### config.mk
export PLATFORM = sky130hd
export DESIGN_NAME = sal_axi_traffic_gen
export DESIGN_NICKNAME = d
export VERILOG_FILES = /design/src/rtl/sal_axi_tg_pkg.sv /design/src/rtl/sal_axi_tg_pattern.sv /design/src/rtl/sal_axi_traffic_gen.sv
export SDC_FILE = /design/constraint.sdc
export NUM_CORES = 1
export LEC_CHECK = 0
export BUFFER_PORTS_ARGS = -buffer_cell sky130_fd_sc_hd__buf_2
export CAP_MARGIN = 20
export CORE_MARGIN = 3
export CORE_UTILIZATION = 40
export DETAILED_ROUTE_END_ITERATION = 8
export GPL_TIMING_DRIVEN = 0
export PLACE_DENSITY = 0.73
export SYNTH_ARGS = -nofsm -noshare
export SYNTH_HDL_FRONTEND = slang
export SYNTH_HIERARCHICAL = 1
export SYNTH_SLANG_ARGS = --single-unit
export TNS_END_PERCENT = 20
### constraint.sdc
create_clock -name clk -period 4.4 [get_ports clk]
set_clock_uncertainty 0.05 [all_clocks]
set_input_delay 0.44 -clock clk [delete_from_list [all_inputs] [get_ports clk]]
set_output_delay 0.44 -clock clk [all_outputs]
set_load 0.005 [all_outputs]
### src/rtl/sal_axi_tg_pkg.sv
// Shared types and constants for the SAL AXI3 traffic generator.
// AXI encodings match the SAL DDR controller's AXI ports.
package sal_axi_tg_pkg;

  typedef enum logic [2:0] {
    ST_IDLE,
    ST_WR_REQ,
    ST_WR_RESP,
    ST_RD_REQ,
    ST_RD_DATA,
    ST_DONE
  } tg_state_e;

  localparam int unsigned TG_BEATS  = 2;
  localparam int unsigned TG_STRIDE = 32;
  localparam int unsigned TG_DATA_W = 128;
  localparam int unsigned TG_STRB_W = TG_DATA_W / 8;

  localparam logic [3:0] TG_AXLEN       = 4'(TG_BEATS - 1);
  localparam logic [2:0] AXI_SIZE_128   = 3'b100;
  localparam logic [1:0] AXI_BURST_INCR = 2'b01;
  localparam logic [1:0] AXI_RESP_OKAY  = 2'b00;

  function automatic logic [15:0] sat_inc16(input logic [15:0] value, input logic inc);
    return (inc && value != 16'hFFFF) ? value + 16'd1 : value;
  endfunction

endpackage

### src/rtl/sal_axi_tg_pattern.sv
// Data pattern for one 128b beat: word = (addr | beat<<4) ^ SEED, replicated 4x.
// Pure combinational; used for both write data and read-back expectation.
module sal_axi_tg_pattern
  import sal_axi_tg_pkg::*;
#(
  parameter int unsigned ADDR_W = 32,
  parameter logic [31:0] SEED   = 32'hA5A5_5A5A
) (
  input  logic [ADDR_W-1:0]    addr_i,
  input  logic                 beat_i,
  output logic [TG_DATA_W-1:0] data_o
);

  logic [31:0] addr32;
  logic [31:0] word;

  if (ADDR_W >= 32) begin : g_trunc
    assign addr32 = addr_i[31:0];
  end else begin : g_ext
    assign addr32 = {{(32 - ADDR_W){1'b0}}, addr_i};
  end

  assign word   = (addr32 | {27'd0, beat_i, 4'd0}) ^ SEED;
  assign data_o = {4{word}};

endmodule

### src/rtl/sal_axi_traffic_gen.sv
// AXI3 self-checking traffic generator: writes NUM_TXN 2-beat INCR bursts,
// reads them back, compares against the pattern and reports done/pass/err_cnt.
module sal_axi_traffic_gen
  import sal_axi_tg_pkg::*;
#(
  parameter int unsigned       ID_W      = 4,
  parameter int unsigned       ADDR_W    = 32,
  parameter logic [ID_W-1:0]   TXN_ID    = '0,
  parameter logic [ADDR_W-1:0] BASE_ADDR = '0,
  parameter int unsigned       NUM_TXN   = 16,
  parameter logic [31:0]       SEED      = 32'hA5A5_5A5A,
  parameter int unsigned       TIMEOUT   = 1024
) (
  input  logic                 clk,
  input  logic                 rst_n,
  input  logic                 start,
  output logic                 busy,
  output logic                 done,
  output logic                 pass,
  output logic [15:0]          err_cnt,
  output logic [ID_W-1:0]      awid,
  output logic [ADDR_W-1:0]    awaddr,
  output logic [3:0]           awlen,
  output logic [2:0]           awsize,
  output logic [1:0]           awburst,
  output logic                 awvalid,
  input  logic                 awready,
  output logic [ID_W-1:0]      wid,
  output logic [TG_DATA_W-1:0] wdata,
  output logic [TG_STRB_W-1:0] wstrb,
  output logic                 wlast,
  output logic                 wvalid,
  input  logic                 wready,
  input  logic [ID_W-1:0]      bid,
  input  logic [1:0]           bresp,
  input  logic                 bvalid,
  output logic                 bready,
  output logic [ID_W-1:0]      arid,
  output logic [ADDR_W-1:0]    araddr,
  output logic [3:0]           arlen,
  output logic [2:0]           arsize,
  output logic [1:0]           arburst,
  output logic                 arvalid,
  input  logic                 arready,
  input  logic [ID_W-1:0]      rid,
  input  logic [TG_DATA_W-1:0] rdata,
  input  logic [1:0]           rresp,
  input  logic                 rlast,
  input  logic                 rvalid,
  output logic                 rready
);

  localparam int unsigned       WDOG_W    = $clog2(TIMEOUT + 1);
  localparam logic [WDOG_W-1:0] WDOG_LAST = WDOG_W'(TIMEOUT - 1);
  localparam logic [15:0]       LAST_IDX  = 16'(NUM_TXN - 1);
  localparam logic [ADDR_W-1:0] STRIDE    = ADDR_W'(TG_STRIDE);

  tg_state_e             state_q;
  logic [15:0]           idx_q;
  logic [15:0]           err_cnt_q;
  logic [15:0]           err_cnt_d;
  logic [ADDR_W-1:0]     addr_q;
  logic [WDOG_W-1:0]     wdog_q;
  logic                  busy_q, done_q, pass_q;
  logic                  awvalid_q, wvalid_q, wlast_q, bready_q, arvalid_q, rready_q;
  logic                  aw_done_q, w_done_q, r_beat_q;
  logic [TG_DATA_W-1:0]  wdata_q;

  logic                  aw_fire, w_fire, b_fire, ar_fire, r_fire;
  logic                  progress, timeout, last_txn;
  logic                  b_err, r_err, err_inc;
  logic [ADDR_W-1:0]     next_addr;
  logic [ADDR_W-1:0]     wr_pat_addr;
  logic                  wr_pat_beat;
  logic [TG_DATA_W-1:0]  wr_pat_data;
  logic [TG_DATA_W-1:0]  rd_exp_data;

  assign aw_fire  = awvalid_q & awready;
  assign w_fire   = wvalid_q & wready;
  assign b_fire   = bready_q & bvalid;
  assign ar_fire  = arvalid_q & arready;
  assign r_fire   = rready_q & rvalid;
  assign progress = aw_fire | w_fire | b_fire | ar_fire | r_fire;
  assign timeout  = busy_q & ~progress & (wdog_q == WDOG_LAST);
  assign last_txn = (idx_q == LAST_IDX);
  assign next_addr = addr_q + STRIDE;

  assign b_err = b_fire & ((bid != TXN_ID) | (bresp != AXI_RESP_OKAY));
  assign r_err = r_fire & ((rdata != rd_exp_data) | (rresp != AXI_RESP_OKAY) |
                           (rid != TXN_ID) | (rlast != r_beat_q));
  assign err_inc   = b_err | r_err | timeout;
  assign err_cnt_d = sat_inc16(err_cnt_q, err_inc);

  // Write pattern source: beat1 of the current burst while in WR_REQ,
  // otherwise beat0 of whichever burst is about to be launched.
  assign wr_pat_beat = (state_q == ST_WR_REQ);
  assign wr_pat_addr = (state_q == ST_WR_REQ)  ? addr_q    :
                       (state_q == ST_WR_RESP) ? next_addr : BASE_ADDR;

  sal_axi_tg_pattern #(.ADDR_W(ADDR_W), .SEED(SEED)) u_wr_pat (
    .addr_i (wr_pat_addr),
    .beat_i (wr_pat_beat),
    .data_o (wr_pat_data)
  );

  sal_axi_tg_pattern #(.ADDR_W(ADDR_W), .SEED(SEED)) u_rd_pat (
    .addr_i (addr_q),
    .beat_i (r_beat_q),
    .data_o (rd_exp_data)
  );

  // NOTE: all state here is non-blocking; ports below are direct register
  // copies, so no ready input can reach a valid output combinationally.
  always_ff @(posedge clk or negedge rst_n) begin
    if (!rst_n) begin
      state_q   <= ST_IDLE;
      idx_q     <= '0;
      err_cnt_q <= '0;
      addr_q    <= '0;
      wdog_q    <= '0;
      busy_q    <= 1'b0;
      done_q    <= 1'b0;
      pass_q    <= 1'b0;
      awvalid_q <= 1'b0;
      wvalid_q  <= 1'b0;
      wlast_q   <= 1'b0;
      bready_q  <= 1'b0;
      arvalid_q <= 1'b0;
      rready_q  <= 1'b0;
      aw_done_q <= 1'b0;
      w_done_q  <= 1'b0;
      r_beat_q  <= 1'b0;
      wdata_q   <= '0;
    end else begin
      err_cnt_q <= err_cnt_d;
      if (!busy_q || progress) wdog_q <= '0;
      else                     wdog_q <= wdog_q + WDOG_W'(1);

      case (state_q)
        ST_IDLE, ST_DONE: begin
          if (start) begin
            state_q   <= ST_WR_REQ;
            busy_q    <= 1'b1;
            done_q    <= 1'b0;
            pass_q    <= 1'b0;
            err_cnt_q <= '0;
            idx_q     <= '0;
            addr_q    <= BASE_ADDR;
            awvalid_q <= 1'b1;
            wvalid_q  <= 1'b1;
            wlast_q   <= 1'b0;
            wdata_q   <= wr_pat_data;
            aw_done_q <= 1'b0;
            w_done_q  <= 1'b0;
          end
        end

        ST_WR_REQ: begin
          if (aw_fire) begin
            awvalid_q <= 1'b0;
            aw_done_q <= 1'b1;
          end
          if (w_fire) begin
            if (wlast_q) begin
              wvalid_q <= 1'b0;
              wlast_q  <= 1'b0;
              w_done_q <= 1'b1;
            end else begin
              wlast_q <= 1'b1;
              wdata_q <= wr_pat_data;
            end
          end
          if ((aw_done_q | aw_fire) && (w_done_q | (w_fire & wlast_q))) begin
            state_q  <= ST_WR_RESP;
            bready_q <= 1'b1;
          end
        end

        ST_WR_RESP: begin
          if (b_fire) begin
            bready_q <= 1'b0;
            if (last_txn) begin
              idx_q     <= '0;
              addr_q    <= BASE_ADDR;
              arvalid_q <= 1'b1;
              state_q   <= ST_RD_REQ;
            end else begin
              idx_q     <= idx_q + 16'd1;
              addr_q    <= next_addr;
              awvalid_q <= 1'b1;
              wvalid_q  <= 1'b1;
              wlast_q   <= 1'b0;
              wdata_q   <= wr_pat_data;
              aw_done_q <= 1'b0;
              w_done_q  <= 1'b0;
              state_q   <= ST_WR_REQ;
            end
          end
        end

        ST_RD_REQ: begin
          if (ar_fire) begin
            arvalid_q <= 1'b0;
            rready_q  <= 1'b1;
            r_beat_q  <= 1'b0;
            state_q   <= ST_RD_DATA;
          end
        end

        ST_RD_DATA: begin
          if (r_fire) begin
            if (r_beat_q) begin
              rready_q <= 1'b0;
              if (last_txn) begin
                busy_q  <= 1'b0;
                done_q  <= 1'b1;
                // pass must see an error flagged on this final beat too
                pass_q  <= (err_cnt_d == 16'd0);
                state_q <= ST_DONE;
              end else begin
                idx_q     <= idx_q + 16'd1;
                addr_q    <= next_addr;
                arvalid_q <= 1'b1;
                state_q   <= ST_RD_REQ;
              end
            end else begin
              r_beat_q <= 1'b1;
            end
          end
        end

        default: state_q <= ST_IDLE;
      endcase

      if (timeout) begin
        awvalid_q <= 1'b0;
        wvalid_q  <= 1'b0;
        wlast_q   <= 1'b0;
        bready_q  <= 1'b0;
        arvalid_q <= 1'b0;
        rready_q  <= 1'b0;
        busy_q    <= 1'b0;
        done_q    <= 1'b1;
        pass_q    <= 1'b0;
        state_q   <= ST_DONE;
      end
    end
  end

  assign busy    = busy_q;
  assign done    = done_q;
  assign pass    = pass_q;
  assign err_cnt = err_cnt_q;

  assign awid    = TXN_ID;
  assign awaddr  = addr_q;
  assign awlen   = TG_AXLEN;
  assign awsize  = AXI_SIZE_128;
  assign awburst = AXI_BURST_INCR;
  assign awvalid = awvalid_q;

  assign wid     = TXN_ID;
  assign wdata   = wdata_q;
  assign wstrb   = '1;
  assign wlast   = wlast_q;
  assign wvalid  = wvalid_q;

  assign bready  = bready_q;

  assign arid    = TXN_ID;
  assign araddr  = addr_q;
  assign arlen   = TG_AXLEN;
  assign arsize  = AXI_SIZE_128;
  assign arburst = AXI_BURST_INCR;
  assign arvalid = arvalid_q;

  assign rready  = rready_q;

endmodule
==> results.yml, run 1 <==
yosys:
  synth-edff-count: 0
  synth_cell_types: 62
  synth_mux_area_frac: 0.104
  syn_avg_cell_area_sq_um: 9.33
  ys_seq_area_frac: 0.380
  ys.flop_type: "dfrtp_1"
  synth_area_sq_mm: 0.0140
  synthCells: 1501
  synth_top_family_by_area: "buffers and inverters"
  synth_simple_gate_area_frac: 0.146
  ys_ff_latch: 213
  synth-compound-area-share: 0.0995
  ys_warn_count: 6
  synth_xor_area_frac: 0.0719
  yosys.area_share.adder: 0.00357
  synthArstFlopShare: 1.00
critical_path:
  crit_slowest_cell: "nor4_1"
  crit_cells: 13
  required_ps: 4800
  cp_cell_sequence: "nor2_1, buf_4, xnor2_1, nand4_1, nor4_1, nand4_1, nor3_2, a21o_1, clkbuf_1, o31ai_1, a211oi_1, nand4_1, o21ai_1"
  arrival_ps: 4540
  rr_worst_depth: 13
  crit_path_start_kind: "register"
  critPathMaxStageDelay_ps: 660
  critPathMaxFanout: 10
  worstSetupEndpointType: "register"
  cpMostUsedCell: "nand4_1"
  crit_buf_inv: 2
  critical-path-top-delay-family: "simple AND/OR/NAND/NOR gates"
  worstSetupPathType: "reg -> reg"
cts:
  cts-buffers-inserted: 25
  htree_levels: 1
  cts-root-buf: "clkbuf_16"
  cts_buffer_depth: 3
  path_clk_slew_ps: 60
  clkLatencyLatePin_ps: 520
  cts_sinks: 213
  post_cts_buffers: 0
  cts_tree: "built"
power:
  ir_drop_uv: 285
  finalPower_mw: 6.90
  power.density_mw_per_mm2: 394
  p_leak_nw: 8.52
sta:
  fmax_mhz: 242
  maxSlewViolCount: 0
  tns_ps: 0
  finalCritPeriodShare: 0.940
  rsz0062_at_grt: "no"
  setup_viol: 0
  max_slew_margin: 0.325
  fin_crit_ps: 4140
  hold_viol_final: 0
  finalWorstSetupSlack_ps: 263
  tightestPinTransition_ps: 1000
cells_and_area:
  stdcell_count: 2428
  stdcell_area_sq_mm: 0.0175
  drive_gt1_frac: 0.426
  nets: 2114
  area_delta_synth_final_pct: 25.0
placed_design:
  dp_cells: 2382
  dp_hpwl_um: 33300
  detailed_place.area_sq_mm: 0.0167
  place.gp.congestion: 0.915
  port-buffer-count: 355
  preCtsSetupSlack_ps: -6.20
detailed_routing:
  drc: 0
  vias_per_cell: 4.92
  routed_wl_um: 43300
  ant_nets: 0
  drtPass1Iterations: 7
  wire_per_inst_um: 17.8
  via_count: 11900
  drt_iter0_markers: 873
die:
  fp.dieH_um: 193
  design.core.area_sq_mm: 0.0340
  start_util: 0.412
  pin_count: 412
  dieArea_sq_mm: 0.0373
  rows: 67
  die_x_um: 193
global_route:
  antenna_found_initial: 2
  overflow: 0
  grt_pass1_vias: 11500
  grt_pass1_wl_um: 64100
  grt_max_degree: 109
  track_usage: 0.221
job:
  drv_cap: 0
hold_path:
  min_path_type: "in -> reg"
  min_path_cells: 3
run_status:
  status: "finished clean"
-- placed cells by master, fill, tap and decap left out, types with 10 or more instances in the layout --
cell	count
buf_2	355
buf_4	307
xnor2_1	72
o21ai_0	93
nand3_1	37
and3_1	33
conb_1	78
nand2_1	82
clkbuf_16	25
clkbuf_1	51
o31ai_1	31
inv_1	60
nand2b_1	37
o2111ai_1	10
mux2_2	126
a21oi_1	28
nor4_1	23
xor2_1	43
dfrtp_1	210
nand4_1	31
nor2b_1	29
nor2_1	96
-- cell usage after synthesis, drive strengths merged, types with 2 or more instances --
cell type | number | area [sq um]
buf | 309 | 2310
dfrtp | 213 | 5330
mux2 | 128 | 1440
o21ai | 97 | 489
nor2 | 96 | 360
nand2 | 83 | 314
xnor2 | 72 | 631
inv | 60 | 225
clkbuf | 47 | 176
xor2 | 43 | 377
nand3 | 38 | 195
nand2b | 37 | 231
and3 | 33 | 206
nand4 | 31 | 194
o31ai | 31 | 233
a21oi | 29 | 156
nor2b | 29 | 181
nor4 | 24 | 150
o2111ai | 10 | 87.6
a31oi | 8 | 50.1
nor3 | 8 | 50.1
or3 | 7 | 43.8
a2111o | 6 | 67.6
a22o | 5 | 43.8
and2 | 5 | 31.3
o22ai | 5 | 31.3
ha | 4 | 50.1
or4 | 4 | 33.8
a2111oi | 3 | 26.3
a22oi | 3 | 22.5
a41oi | 3 | 26.3
o22a | 3 | 26.3
a211oi | 2 | 15.0
a21boi | 2 | 15.0
and4 | 2 | 17.5
conb | 2 | 7.51
nand4b | 2 | 17.5
o21a | 2 | 15.0
o31a | 2 | 17.5
-- routing by layer --
metal,GRT usage,wire length [um],vias up
met3,0.0372,3150,77
li1,-,-,5675
met2,0.374,21000,489
met5,0,0,-
met4,0.0729,1360,0
met1,0.287,17800,5705
-- metrics by stage --
stage | utilization | hold WS [ps]
finish | 0.515 | 172
CTS | 0.514 | 150
global placement | 0.489 | 414
detailed placement | 0.490 | 419
floorplan | - | 94.4
global route | 0.515 | 217
-- worst min-delay path, stage by stage --
cell     delay, ps
buf_2          110
a31oi_1         80
nor2_1          80
-- what timing repair did --
action | 4_1_cts | 5_1_grt
hold buffers | 1 | 0
hold endpoints to repair | 81 | 0
resized for setup | 1 | 4
setup endpoints to repair | 3 | 16
-- kinds of logic after synthesis --
family | after synthesis
flops | 213
mux | 129
other cells | 2
compound gates | 219
xor+xnor | 115
simple gates | 402
fa+ha+maj | 4
buf+inv | 417
-- layout make-up --
class / count / area [sq um]
timing repair buffer: 358 / 1840
tap: 448 / 561
clock buffer: 38 / 754
buffer: 355 / 2490
fill: 3183 / 16500
multi-input combinational: 947 / 6250
inverter: 61 / 229
clock inverter: 6 / 55.1
sequential: 213 / 5340
antenna: 2 / 5.00
-- worst paths after layout --
check                      slack [ps]                      to            startpoint
hold reg to reg                   430     wdog_q[0]$_DFF_PN0_   wdog_q[0]$_DFF_PN0_
min in group asynchronous         500   wdata[98]$_DFFE_PN0P_                 rst_n
setup reg to reg                  260        pass$_DFFE_PN0P_  r_beat_q$_DFFE_PN0P_
max in group asynchronous        2790  wdata[121]$_DFFE_PN0P_                 rst_n
hold / removal                    170   aw_done_q$_DFFE_PN0P_               awready
setup / recovery                  260        pass$_DFFE_PN0P_  r_beat_q$_DFFE_PN0P_
-- flip-flops by register name, summed over array words and instances, names as in the netlist --
register   cells
done           1
wlast          1
err_cnt       16
idx_q         16
wdog_q        11
wvalid         1
state_q        3
bready         1
aw_done_q      1
araddr        27
rready         1
w_done_q       1
r_beat_q       1
wdata        128
arvalid        1
awvalid        1
busy           1
pass           1
-- where the power goes --
part           total [mW]  leakage (nW)  internal, mW  switching, mW
Combinational        2.49          5.50          1.05           1.43
Clock                2.05         0.405          1.23          0.821
Sequential           2.36          2.61          2.18          0.187
Total                6.90          8.52          4.46           2.44
(Power assumes the default switching activity.)
==> run 2: changes to the inputs <==
- BUFFER_PORTS_ARGS: -buffer_cell sky130_fd_sc_hd__buf_2 -> -buffer_cell sky130_fd_sc_hd__buf_4
==> run 2 against run 1 <==
Via count is 0.96% higher. Register-to-register slack worse by 70 ps. Final cell count stayed put. Sequential power hardly changed. Fmax is 1.7% lower. Clock-buffer cell count is 2 lower. Worst setup slack worse by 70 ps. Critical path type unchanged. First-iteration DRC count is 4.9% lower. Total power is 4.3% higher. Sequential share of layout area is 1.6 points lower. Flip-flop and latch count stayed put. Largest cell class unchanged. Utilization is 2.8 points higher.
==> results.yml, run 2 (same netlist as run 1, synthesis figures left out) <==
die:
  rows: 67
  pin_count: 412
  die_x_um: 193
  fp.dieH_um: 193
  design.core.area_sq_mm: 0.0340
  start_util: 0.412
  dieArea_sq_mm: 0.0373
cells_and_area:
  layout_commonest_cell: "buf_4"
  final_cell_mix: "661 x buf_4, 210 x dfrtp_1, 126 x mux2_2"
  regArea_sq_mm: 0.00534
  stdcell_area_sq_mm: 0.0185
  num_antenna_cells: 0
  final.fill_count: 3109
  drive_gt1_frac: 0.428
  nets: 2116
  stdcell_count: 2428
  post-route-util: 0.543
  multiInputGateArea_sq_mm: 0.00626
  largest_reg_flops: 128
  area_delta_synth_final_pct: 31.9
cts:
  path_clk_slew_ps: 60
  cts_sinks: 213
  clkLatencyLatePin_ps: 530
  post_cts_buffers: 0
  cts-root-buf: "clkbuf_16"
  cts-buffers-inserted: 25
  htree_levels: 1
  cts_tree: "built"
  cts_buffer_depth: 3
sta:
  tightestPinTransition_ps: 918
  finalCritPeriodShare: 0.956
  fin_crit_ps: 4210
  setup_viol: 0
  rsz0062_at_grt: "no"
  hold_viol_final: 0
  max_slew_margin: 0.383
  finalWorstSetupSlack_ps: 193
  hold_slack_ps: 164
  tns_ps: 0
  maxSlewViolCount: 0
  fmax_mhz: 238
critical_path:
  critPathMaxFanout: 13
  required_ps: 4760
  worstSetupPathType: "reg -> reg"
  rr_startpoint: "araddr[5]$_DFFE_PN0P_"
  arrival_ps: 4570
  r2r_slack_ps: 190
  crit_path_start_kind: "register"
  rr_worst_depth: 15
  worstSetupEndpointType: "register"
  rr_endpoint: "wdata[93]$_DFFE_PN0P_"
global_route:
  grt_pass1_wl_um: 65700
  track_usage: 0.226
  grt_max_degree: 120
  grt_pass1_vias: 11800
  antenna_found_initial: 0
  overflow: 0
hold_path:
  hold_path.startpoint: "awready"
  min_path_type: "in -> reg"
  hold_path_end: "aw_done_q$_DFFE_PN0P_"
  min_path_cells: 3
detailed_routing:
  wire_per_inst_um: 18.2
  vias_per_cell: 4.97
  routed_wl_um: 44100
  drtPass1Iterations: 6
  via_count: 12100
  ant_nets: 0
  drc: 0
  drt_iter0_markers: 830
placed_design:
  port-buffer-count: 355
  dp_cells: 2382
  dp_hpwl_um: 34000
  preCtsSetupSlack_ps: -30.6
  detailed_place.area_sq_mm: 0.0176
  place.gp.congestion: 0.891
power:
  ir_drop_uv: 340
  p_leak_nw: 8.80
  power.density_mw_per_mm2: 389
  finalPower_mw: 7.19
job:
  drv_cap: 0
run_status:
  status: "finished clean"
[run 2: layout make-up]
| type | instances | share of cell area |
|---|---|---|
| multi-input cells | 947 | 0.339 |
| repair buffers | 359 | 0.147 |
| clock inverters | 8 | 0.00718 |
| plain buffers | 356 | 0.135 |
| clock buffers | 36 | 0.0410 |
| well taps | 448 | 0.0303 |
| inverters | 61 | 0.0124 |
| flip-flops and latches | 213 | 0.289 |
[run 2: worst max-delay path by stage]
stage	start	end	slack (ps)	cells past startpoint
after floorplan	araddr[5]$_DFFE_PN0P_	wdata[125]$_DFFE_PN0P_	1070	15
after global placement	araddr[5]$_DFFE_PN0P_	wdata[61]$_DFFE_PN0P_	60	15
after detailed placement	araddr[5]$_DFFE_PN0P_	wdata[61]$_DFFE_PN0P_	-30	15
after CTS	araddr[10]$_DFFE_PN0P_	wdata[61]$_DFFE_PN0P_	190	15
after global routing	araddr[10]$_DFFE_PN0P_	wdata[61]$_DFFE_PN0P_	10	15
final	araddr[5]$_DFFE_PN0P_	wdata[93]$_DFFE_PN0P_	190	15
[run 2: where the power goes]
group          internal (mW)  total (mW)  leakage (nW)  switching (mW)
clock                   1.37        2.20         0.439           0.830
sequential              2.18        2.37          2.61           0.196
combinational           1.18        2.62          5.74            1.44
total                   4.73        7.19          8.80            2.47
[run 2: worst max-delay path, cell delays in order (launching register included)]
cell and delay [ps]:
dfrtp_4 580, ha_1 270, and3_1 280, and2_1 230, and4_1 320, and3_1 270
and3_1 170, clkbuf_1 250, and3_1 200, clkbuf_1 280, nand3_1 180, xor2_1 200
o21ai_0 250, inv_1 160, buf_4 160, mux2_2 250
[run 2: timing repair]
item,in CTS,in global routing
hold buffers,1,0
endpoints found under the hold margin,94,0
endpoints found under the setup margin,3,5
gates resized for setup,1,5
[run 2: layer usage]
metal | track usage | vias up | share of wire
li1 | - | 5682 | -
met1 | 0.288 | 5778 | 0.40
met3 | 0.0369 | 76 | 0.079
met2 | 0.397 | 525 | 0.49
met4 | 0.0643 | 0 | 0.030
met5 | 0 | - | 0
